$ cat config.mk
export PLATFORM = sky130hd
export DESIGN_NAME = divisor_sequencial
export DESIGN_NICKNAME = d
export VERILOG_FILES = /design/src/rtl/divisor_sequencial.sv
export SDC_FILE = /design/constraint.sdc
export NUM_CORES = 1
export LEC_CHECK = 0
export CORE_UTILIZATION = 40
export CTS_BUF_LIST = sky130_fd_sc_hd__clkbuf_8 sky130_fd_sc_hd__clkbuf_16
export CTS_CLUSTER_SIZE = 20
export DETAILED_ROUTE_END_ITERATION = 16
export DONT_BUFFER_PORTS = 1
export PLACE_DENSITY_LB_ADDON = 0.15
export SYNTH_ARGS = -nofsm -noshare
export SYNTH_HDL_FRONTEND = slang
export SYNTH_SLANG_ARGS = --single-unit
$ cat constraint.sdc
create_clock -name clk -period 4.5 [get_ports clk]
set_input_delay 0 -clock clk [delete_from_list [all_inputs] [get_ports clk]]
set_output_delay 0 -clock clk [all_outputs]
set_load 0.02 [all_outputs]
$ cat src/rtl/divisor_sequencial.sv
// divisor_sequencial: 8-bit restoring shift-and-subtract divider, one
// quotient bit per clock. The iteration loop runs eight cycles, then one
// result-formation cycle registers the outputs as the FSM enters DONE.
// A zero divisor skips the loop and reports quotient 8'hFF, remainder =
// dividend and div_zero = 1.
// Optional feature: define DIVISOR_SIGNED_EN for two's-complement operands
// (magnitudes at capture, unsigned core, sign fix-up, -128 / -1 saturates
// to 8'h7F with overflow = 1). Without the macro, overflow is tied to 0 and
// no signed logic exists.
module divisor_sequencial (
    input  logic       clk,
    input  logic       rst,
    input  logic       start,
    input  logic [7:0] dividendo,
    input  logic [7:0] divisor,
    output logic [7:0] quociente,
    output logic [7:0] resto,
    output logic       busy,
    output logic       done,
    output logic       div_zero,
    output logic       overflow
);

    typedef enum logic [1:0] {
        IDLE = 2'd0,
        CALC = 2'd1,
        DONE = 2'd2
    } state_t;

    state_t     state_q, state_d;
    logic [2:0] cnt_q, cnt_d;     // iteration counter
    logic       fin_q, fin_d;     // all eight quotient bits are in place
    logic [7:0] r_q, r_d;         // partial remainder R
    logic [7:0] q_q, q_d;         // dividend shifting out / quotient shifting in
    logic [7:0] d_q, d_d;         // divisor (magnitude)
    logic [7:0] a_q, a_d;         // raw dividend, returned on divide-by-zero
    logic [7:0] quo_q, quo_d;
    logic [7:0] rem_q, rem_d;
    logic       dz_q, dz_d;

    logic [8:0] trial;            // 9 bits so the borrow is never lost
    logic [7:0] a_mag, d_mag;
    logic [7:0] res_quo, res_rem;

`ifdef DIVISOR_SIGNED_EN
    logic qneg_q, qneg_d;         // operand signs differ
    logic rneg_q, rneg_d;         // dividend negative
    logic ovc_q, ovc_d;           // operands were -128 / -1
    logic ovf_q, ovf_d;
    logic res_ovf;

    assign a_mag = dividendo[7] ? -dividendo : dividendo;
    assign d_mag = divisor[7]   ? -divisor   : divisor;

    // Result formation: apply signs and saturate the one overflowing case
    always_comb begin
        res_ovf = 1'b0;
        res_quo = qneg_q ? -q_q : q_q;
        res_rem = rneg_q ? -r_q : r_q;
        if (ovc_q) begin
            res_quo = 8'h7F;
            res_rem = 8'h00;
            res_ovf = 1'b1;
        end
    end

    assign overflow = ovf_q;
`else
    assign a_mag    = dividendo;
    assign d_mag    = divisor;
    assign res_quo  = q_q;
    assign res_rem  = r_q;
    assign overflow = 1'b0;
`endif

    // Shifted remainder {R, Q[7]} minus the divisor
    assign trial = {r_q, q_q[7]} - {1'b0, d_q};

    // Next-state and datapath decode for the three-state controller
    always_comb begin
        // NOTE: every variable gets its hold value first so no path through the case infers a latch.
        state_d = state_q;
        cnt_d   = cnt_q;
        fin_d   = fin_q;
        r_d     = r_q;
        q_d     = q_q;
        d_d     = d_q;
        a_d     = a_q;
        quo_d   = quo_q;
        rem_d   = rem_q;
        dz_d    = dz_q;
`ifdef DIVISOR_SIGNED_EN
        qneg_d  = qneg_q;
        rneg_d  = rneg_q;
        ovc_d   = ovc_q;
        ovf_d   = ovf_q;
`endif
        case (state_q)
            IDLE: begin
                if (start) begin
                    a_d     = dividendo;
                    d_d     = d_mag;
                    q_d     = a_mag;
                    r_d     = 8'd0;
                    cnt_d   = 3'd0;
                    fin_d   = 1'b0;
`ifdef DIVISOR_SIGNED_EN
                    qneg_d  = dividendo[7] ^ divisor[7];
                    rneg_d  = dividendo[7];
                    ovc_d   = (dividendo == 8'h80) && (divisor == 8'hFF);
`endif
                    state_d = CALC;
                end
            end
            CALC: begin
                cnt_d = cnt_q + 3'd1;
                if (d_q == 8'd0) begin
                    quo_d   = 8'hFF;
                    rem_d   = a_q;
                    dz_d    = 1'b1;
`ifdef DIVISOR_SIGNED_EN
                    ovf_d   = 1'b0;
`endif
                    state_d = DONE;
                end else if (fin_q) begin
                    quo_d   = res_quo;
                    rem_d   = res_rem;
                    dz_d    = 1'b0;
`ifdef DIVISOR_SIGNED_EN
                    ovf_d   = res_ovf;
`endif
                    state_d = DONE;
                end else begin
                    if (!trial[8]) begin
                        r_d = trial[7:0];
                        q_d = {q_q[6:0], 1'b1};
                    end else begin
                        r_d = {r_q[6:0], q_q[7]};
                        q_d = {q_q[6:0], 1'b0};
                    end
                    if (cnt_q == 3'd7) begin
                        fin_d = 1'b1;
                    end
                end
            end
            DONE: begin
                state_d = IDLE;
            end
            default: begin
                state_d = IDLE;
            end
        endcase
    end

    // State and datapath registers with asynchronous clear
    always_ff @(posedge clk or posedge rst) begin
        if (rst) begin
            state_q <= IDLE;
            cnt_q   <= 3'd0;
            fin_q   <= 1'b0;
            r_q     <= 8'd0;
            q_q     <= 8'd0;
            d_q     <= 8'd0;
            a_q     <= 8'd0;
            quo_q   <= 8'd0;
            rem_q   <= 8'd0;
            dz_q    <= 1'b0;
`ifdef DIVISOR_SIGNED_EN
            qneg_q  <= 1'b0;
            rneg_q  <= 1'b0;
            ovc_q   <= 1'b0;
            ovf_q   <= 1'b0;
`endif
        end else begin
            // NOTE: non-blocking assignments make every register update from the pre-edge values.
            state_q <= state_d;
            cnt_q   <= cnt_d;
            fin_q   <= fin_d;
            r_q     <= r_d;
            q_q     <= q_d;
            d_q     <= d_d;
            a_q     <= a_d;
            quo_q   <= quo_d;
            rem_q   <= rem_d;
            dz_q    <= dz_d;
`ifdef DIVISOR_SIGNED_EN
            qneg_q  <= qneg_d;
            rneg_q  <= rneg_d;
            ovc_q   <= ovc_d;
            ovf_q   <= ovf_d;
`endif
        end
    end

    assign quociente = quo_q;
    assign resto     = rem_q;
    assign div_zero  = dz_q;
    assign busy      = (state_q != IDLE);
    assign done      = (state_q == DONE);

endmodule

==> out/qor.yml, run 1 <==
grt_max_degree: 56
netlist_instances: 282
cp_common_cell: "mux2i_1"
critical_path_required_ns: 4.69
drive_gt1_share_pct: 6.803
setup_viol: 0
clock-sinks: 55
synth.cell_area_um2: 2695
ff_latch_area_um2: 1376
vias: 2061
syn_nets: 312
yosysSeqAreaShare_pct: 51.07
clkTransAtPathRegs_ns: 0.10
max_freq_mhz: 364.7
first_iter_violations: 103
use_met2_pct: 30.03
placedCellCount: 346
num_io_pins: 39
fillCellCount: 625
leakagePower_uw: 0.001333
synth_warnings: 0
cts_tree: "done"
htree_levels: 2
wirelength_mm: 5.942
met3_usage_pct: 3.759
multi_input_area_um2: 1189
synthToLayoutAreaGrowth_pct: 10.72
die_area_um2: 7070
grt.busiest_layer: "met2"
yosys.area.top_type_share_pct: 51.07
first_pass_iters: 10
drc: 6
clk_path_buf_depth: 2
grt.total_usage_pct: 18.46
antenna_found_initial: 0
gp_congestion: 0.8087
yosys_register_bits: 55
tns_ns: 0
powerDensity_nw_per_um2: 851.5
slew_viol_final: 0
route.antenna.remaining_nets: 0
outcome: "complete, but fails checks"
final_common_cell: "nand2_1"
worst_pin_slew_ns: 0.8893
clk_root_buffer_cell: "clkbuf_8"
finalCriticalPeriod_ns: 2.742
grt_util_met1_pct: 25.40
cp_cell_sequence: "inv_1, ha_1, fa_1, nand2b_1, a211oi_2, mux2i_1, and3_1, mux2i_1, o21ai_0"
cts.repair.resized: 0
slowest_stage: "and3_1"
row_count: 29
grt_pass1_vias: 1952
design.core.area_um2: 6422
post_cts_buffers: 0
slew_headroom_pct: 40.71
via_per_inst: 5.555
rsz0062_at_grt: "no"
finalInstanceArea_um2: 2984
synth.avg_cell_area_um2: 9.557
worst-path-buf-inv: 1
wire_per_inst_um: 16.02
antennaDiodeCount: 0
start_util_pct: 41.96
yosysUniqueCellTypes: 39
startpoint_type: "flop"
ir_drop_uv: 397.2
skew_ns: 0.006175
yosysTopAreaCell: "dfrtp_1"
fp.dieH_um: 84.09
layout_common_cells: "nand2_1, dfrtp_1, nor2_1"
dp_hpwl_mm: 4.099
synth_area_leaders: "dfrtp_1, nand2_1, ha_1"
finalNonFillerCells: 371
crit_fanout: 13
gr-total-overflow: 0
drv_cap: 0
die_w_um: 84.09
numPortBuffers: 0
hold_violations: 0
placed_area_um2: 2725
path_delay_family: "simple AND/OR/NAND/NOR gates"
endpoint_kind: "flop"
crit_arrival_ns: 2.93
num-nets-final: 323
clk_latency_ns: 0.31
criticalPathCategory: "reg -> reg"
grt_pass1_wl_mm: 10.16
p_total_uw: 2541
period_share_pct: 60.94
cpPeakStageDelay_ns: 0.56
hold_path.class: "in -> reg"
violations: "design-rule violations"
cts_buffers: 5
-- power breakdown --
part	internal (uW)	switching [uW]	total (uW)
Sequential	739	272	1010
Clock	109	168	276
Combinational	517	737	1250
-- cells in the mapped netlist (all sizes together) --
library cell,count
mux2i,6
a31oi,10
o311ai,2
o31ai,2
nand2,59
a21oi,13
xnor2,3
conb,1
nor2,19
a21o,2
nor2b,3
a211oi,2
nor4b,1
o22ai,8
o22a,8
inv,13
ha,10
nor4,2
a41o,1
nand2b,4
clkbuf,10
o211ai,1
dfrtp,55
xor2,2
nand3,13
buf,5
and2,1
fa,1
o21ai,19
and3,5
o21a,1
-- per-layer routing --
layer / part of all wire (%) / vias up
li1: - / 996
met1: 48 / 1009
met2: 47 / 51
met3: 4.0 / 5
met4: 0.86 / 0
met5: 0 / -
-- final cells by class --
| class | instances | share of cell area [%] |
|---|---|---|
| timing repair buffer | 19 | 6.205 |
| clock buffer | 5 | 2.306 |
| tap | 77 | 3.229 |
| multi-input combinational | 199 | 39.83 |
| inverter | 13 | 1.635 |
| sequential | 55 | 46.12 |
| clock inverter | 3 | 0.6709 |
-- repair_timing --
item,in CTS,in global routing
hold buffers,17,0
hold endpoints to repair,79,0
setup endpoints to repair,0,0
-- kinds of logic (layout without fill, tap and decap cells) --
logic type / after synthesis / count (layout) / synth area share [%]
adders and majority gates: 11 / 11 / 5.385
other: 1 / 1 / 0.1391
and+or+nand+nor: 107 / 107 / 17.50
AOI/OAI and AO/OA: 69 / 69 / 17.22
buffers and inverters: 28 / 40 / 4.828
DFF: 55 / 55 / 51.07
muxes: 6 / 6 / 2.229
xor gates and xnor gates: 5 / 5 / 1.625
-- worst paths after layout --
| path | depth (start not counted) | startpoint | end | slack (ns) |
|---|---|---|---|---|
| max in group asynchronous | 3 | rst | d_q[2] | 3.69 |
| max reg2reg | 9 | q_q[7] | r_q[4] | 1.76 |
| min reg2reg | 2 | a_q[2] | a_q[2] | 0.49 |
| min | 3 | start | a_q[4] | 0.33 |
| min in group asynchronous | 3 | rst | d_q[1] | 0.34 |
| max | 9 | q_q[7] | r_q[4] | 1.76 |
-- through the flow --
stage / hold WS (ns) / util [%] / setup WS [ns]
2_1_floorplan: 0.1054 / - / 2.178
3_3_place_gp: 0.1117 / 42.43 / 1.859
3_5_place_dp: 0.1117 / 42.43 / 1.784
4_1_cts: 0.3390 / 46.46 / 1.757
5_1_grt: 0.3360 / 46.46 / 1.531
6_report: 0.3312 / 46.46 / 1.758
-- worst min-delay path, cell delays in order --
cell and delay, ns:
and2_1 0.40, nand2_1 0.17, nand2_1 0.04
-- flip-flops by register name (all words and copies together) (netlist names), 2 cells and up --
register and cells:
cnt_q 3, a_q 8, state_q 2, r_q 8, q_q 8, quociente 8
d_q 8, resto 8
Note: power is estimated with default switching activity, not from simulation.
==> run 2, diff against run 1 <==
--- a/config.mk
+++ b/config.mk
@@ -5,6 +5,7 @@
 export SDC_FILE = /design/constraint.sdc
 export NUM_CORES = 1
 export LEC_CHECK = 0
+export ABC_AREA = 1
 export CORE_UTILIZATION = 40
 export CTS_BUF_LIST = sky130_fd_sc_hd__clkbuf_8 sky130_fd_sc_hd__clkbuf_16
 export CTS_CLUSTER_SIZE = 20
==> constraint.sdc (replaced) <==
create_clock -name clk -period 2.8 [get_ports clk]
set_input_delay 0 -clock clk [delete_from_list [all_inputs] [get_ports clk]]
set_output_delay 0 -clock clk [all_outputs]
set_load 0.02 [all_outputs]
==> run 2 against run 1 <==
The run now ends clean. Sequential power is 59% higher. Final cell count is 32% higher. Power is 84% higher. Critical path type unchanged. Largest cell class unchanged.
==> out/qor.yml, run 2 <==
outcome: "finished clean"  # was complete, but fails checks
ir_drop_uv: 711.4  # was 397.2 uV
route.antenna.remaining_nets: 0  # unchanged
synth.most_common_cell: "nand2_1"  # unchanged
grt_pass1_vias: 2241  # was 1,952
hold_path.class: "in -> reg"  # unchanged
synth.cell_area_um2: 2983  # was 2695 um2
synth-main-ff-cell: "dfrtp_1"  # unchanged
clk_latency_ns: 0.32  # was 0.31 ns
synth_area_leaders: "dfrtp_1, nand2_1, inv_1"  # was dfrtp_1, nand2_1, ha_1
gp_congestion: 0.7625  # was 0.8087
cts_tree: "done"  # unchanged
comb_power_share_pct: 53.5  # was 49.3%
fp.dieH_um: 88.36  # was 84.09 um
cts.repair.resized: 0  # unchanged
synth_warnings: 0  # unchanged
yosysSeqAreaShare_pct: 46.14  # was 51.07%
yosys.area.top_type_share_pct: 46.14  # was 51.07%
layout_setup_ws_ns: 0.7811  # was 1.758 ns
finalNonFillerCells: 488  # was 371
max_freq_mhz: 495.3  # was 364.7 MHz
grt_pass1_wl_mm: 10.92  # was 10.16 mm
p_seq_share_pct: 34.4  # was 39.8%
drc: 0  # was 6
numPortBuffers: 0  # unchanged
multi_input_area_um2: 1338  # was 1189 um2
antenna_found_initial: 0  # unchanged
die_w_um: 88.36  # was 84.09 um
startpoint_type: "flop"  # unchanged
dp_hpwl_mm: 4.607  # was 4.099 mm
crit_fanout: 8  # was 13
clk_root_buffer_cell: "clkbuf_8"  # unchanged
yosys_register_bits: 55  # unchanged
synth.avg_cell_area_um2: 8.040  # was 9.557 um2
yosysUniqueCellTypes: 30  # was 39
wl_met1_mm: 3.238  # was 2.875 mm
async_flop_share_pct: 100.0  # unchanged
synthTopCellsByCount: "nand2_1, dfrtp_1, inv_1, o21ai_0, nand3_1"  # was nand2_1, dfrtp_1, nor2_1, o21ai_0, inv_1
ff_latch_area_um2: 1376  # unchanged
layout_common_cells: "nand2_1, dfrtp_1, inv_1"  # was nand2_1, dfrtp_1, nor2_1
via_per_inst: 4.777  # was 5.555
p_clk_share_pct: 12.1  # was 10.9%
placedCellCount: 463  # was 346
leakagePower_uw: 0.001723  # was 0.001333 uW
synth-edff-count: 0  # unchanged
finalInstanceArea_um2: 3354  # was 2984 um2
worst_pin_slew_ns: 0.6270  # was 0.8893 ns
p_sw_share_pct: 49.69  # was 46.27%
setup.worst_path.end: "r_q[3]"  # was r_q[4]
r2r_start: "q_q[7]"  # unchanged
gr-total-overflow: 0  # unchanged
placed_area_um2: 3065  # was 2725 um2
r2r-end: "r_q[3]"  # was r_q[4]
clk_path_buf_depth: 2  # unchanged
design.core.area_um2: 7214  # was 6422 um2
netlist_instances: 371  # was 282
crit_arrival_ns: 2.23  # was 2.93 ns
num_io_pins: 39  # unchanged
start_util_pct: 41.35  # was 41.96%
first_iter_violations: 184  # was 103
wire_per_inst_um: 13.15  # was 16.02 um
period_share_pct: 72.10  # was 60.94%
clock-sinks: 55  # unchanged
critical_path_required_ns: 3.01  # was 4.69 ns
yosysTopAreaCell: "dfrtp_1"  # unchanged
htree_levels: 2  # unchanged
finalCriticalPeriod_ns: 2.019  # was 2.742 ns
tns_ns: 0  # unchanged
setup_viol: 0  # unchanged
final_common_cell: "nand2_1"  # unchanged
r2r_setup_slack_ns: 0.78  # was 1.76 ns
clkTransAtPathRegs_ns: 0.11  # was 0.10 ns
die_area_um2: 7807  # was 7070 um2
slew_viol_final: 0  # unchanged
wirelength_mm: 6.415  # was 5.942 mm
dr_wl_met3_um: 201  # was 236 um
num-nets-final: 418  # was 323
fillCellCount: 751  # was 625
drv_cap: 0  # unchanged
slew_headroom_pct: 58.14  # was 40.71%
vias: 2331  # was 2,061
criticalPathCategory: "reg -> reg"  # unchanged
grt_max_degree: 31  # was 56
reg2regPathDepth: 13  # was 9
internal_power_uw: 2359  # was 1365 uW
hold_violations: 0  # unchanged
synthToLayoutAreaGrowth_pct: 12.46  # was 10.72%
p_sw_uw: 2329  # was 1176 uW
dp_slack_ns: 0.8190  # was 1.784 ns
antennaDiodeCount: 0  # unchanged
first_pass_iters: 4  # was 10
grt.total_usage_pct: 18.30  # was 18.46%
endpoint_kind: "flop"  # unchanged
rsz0062_at_grt: "no"  # unchanged
highest_layer: "met4"  # unchanged
wl_met2_mm: 2.908  # was 2.778 mm
drive_gt1_share_pct: 12.08  # was 6.803%
final_util_pct: 46.50  # was 46.46%
cts_buffers: 5  # unchanged
skew_ns: 0.01363  # was 0.006175 ns
syn_nets: 401  # was 312
row_count: 31  # was 29
cp-startpoint: "q_q[7]"  # unchanged
powerDensity_nw_per_um2: 1398  # was 851.5 nW/um2
==> run 2: how the worst min path moves through the flow <==
| stage | start | cells after the start | slack, ns | endpoint |
|---|---|---|---|---|
| global route | start | 3 | 0.10 | a_q[2] |
| detailed placement | rst | 1 | 0.02 | quociente[4] |
| floorplan | divisor[0] | 2 | 0.12 | d_q[0] |
| CTS | start | 4 | 0.06 | cnt_q[1] |
| finish | start | 4 | 0.07 | cnt_q[1] |
| global placement | rst | 1 | -0.0005 | div_zero |
==> run 2: worst max-delay path, cell delays in order (launching register included) <==
cell and delay, ns:
dfrtp_1 0.34, inv_1 0.08, ha_1 0.24, fa_1 0.40
inv_1 0.07, nand2_1 0.04, nand2_1 0.09, nand3_1 0.12
nand2_1 0.11, nand2_1 0.08, nand2_2 0.14, nand2_1 0.07
nand3_1 0.08, nand2_1 0.06
==> run 2: routing by layer <==
| metal | vias to the layer above | track usage (%) |
|---|---|---|
| met2 | 39 | 29.86 |
| li1 | 1197 | - |
| met1 | 1089 | 25.56 |
| met5 | - | 0 |
| met4 | 0 | 4.839 |
| met3 | 6 | 2.612 |
==> run 2: kinds of logic (layout without fill, tap and decap cells) <==
kind of cell,after synthesis,count (layout),share of synthesized area [%]
simple gates,191,191,28.40
buf+inv,64,82,9.018
flops,55,55,46.14
compound gates,46,46,10.57
fa+ha+maj,11,11,4.866
xor+xnor,3,3,0.8810
other cells,1,1,0.1257
==> run 2: layout make-up <==
cell class,count,area share [%]
sequential,55,41.03
multi-input combinational,252,39.87
inverter,54,6.117
timing repair buffer,20,5.744
tap,99,3.693
clock buffer,5,2.051
clock inverter,3,1.492
==> run 2: repair_timing <==
item / CTS / global route
endpoints found under the setup margin: 0 / 0
hold buffers: 17 / 0
buffers inserted: 0 / 0
hold endpoints to repair: 52 / 0
==> run 2: stage by stage <==
step | total power [uW] | hold WS (ns)
6_report | 4688 | 0.07142
5_1_grt | 5234 | 0.1015
4_1_cts | 4740 | 0.06322
3_5_place_dp | 4142 | 0.01510
3_3_place_gp | 4098 | -0.0005347
2_1_floorplan | 3646 | 0.1210
==> run 2: power by group through the flow <==
stage	Sequential [uW]	Clock, uW	Combinational (uW)
floorplan	1550	0	2100
global placement	1630	0	2470
detailed placement	1630	0	2510
CTS	1620	582	2540
global route	1670	617	2950
finish	1610	568	2510
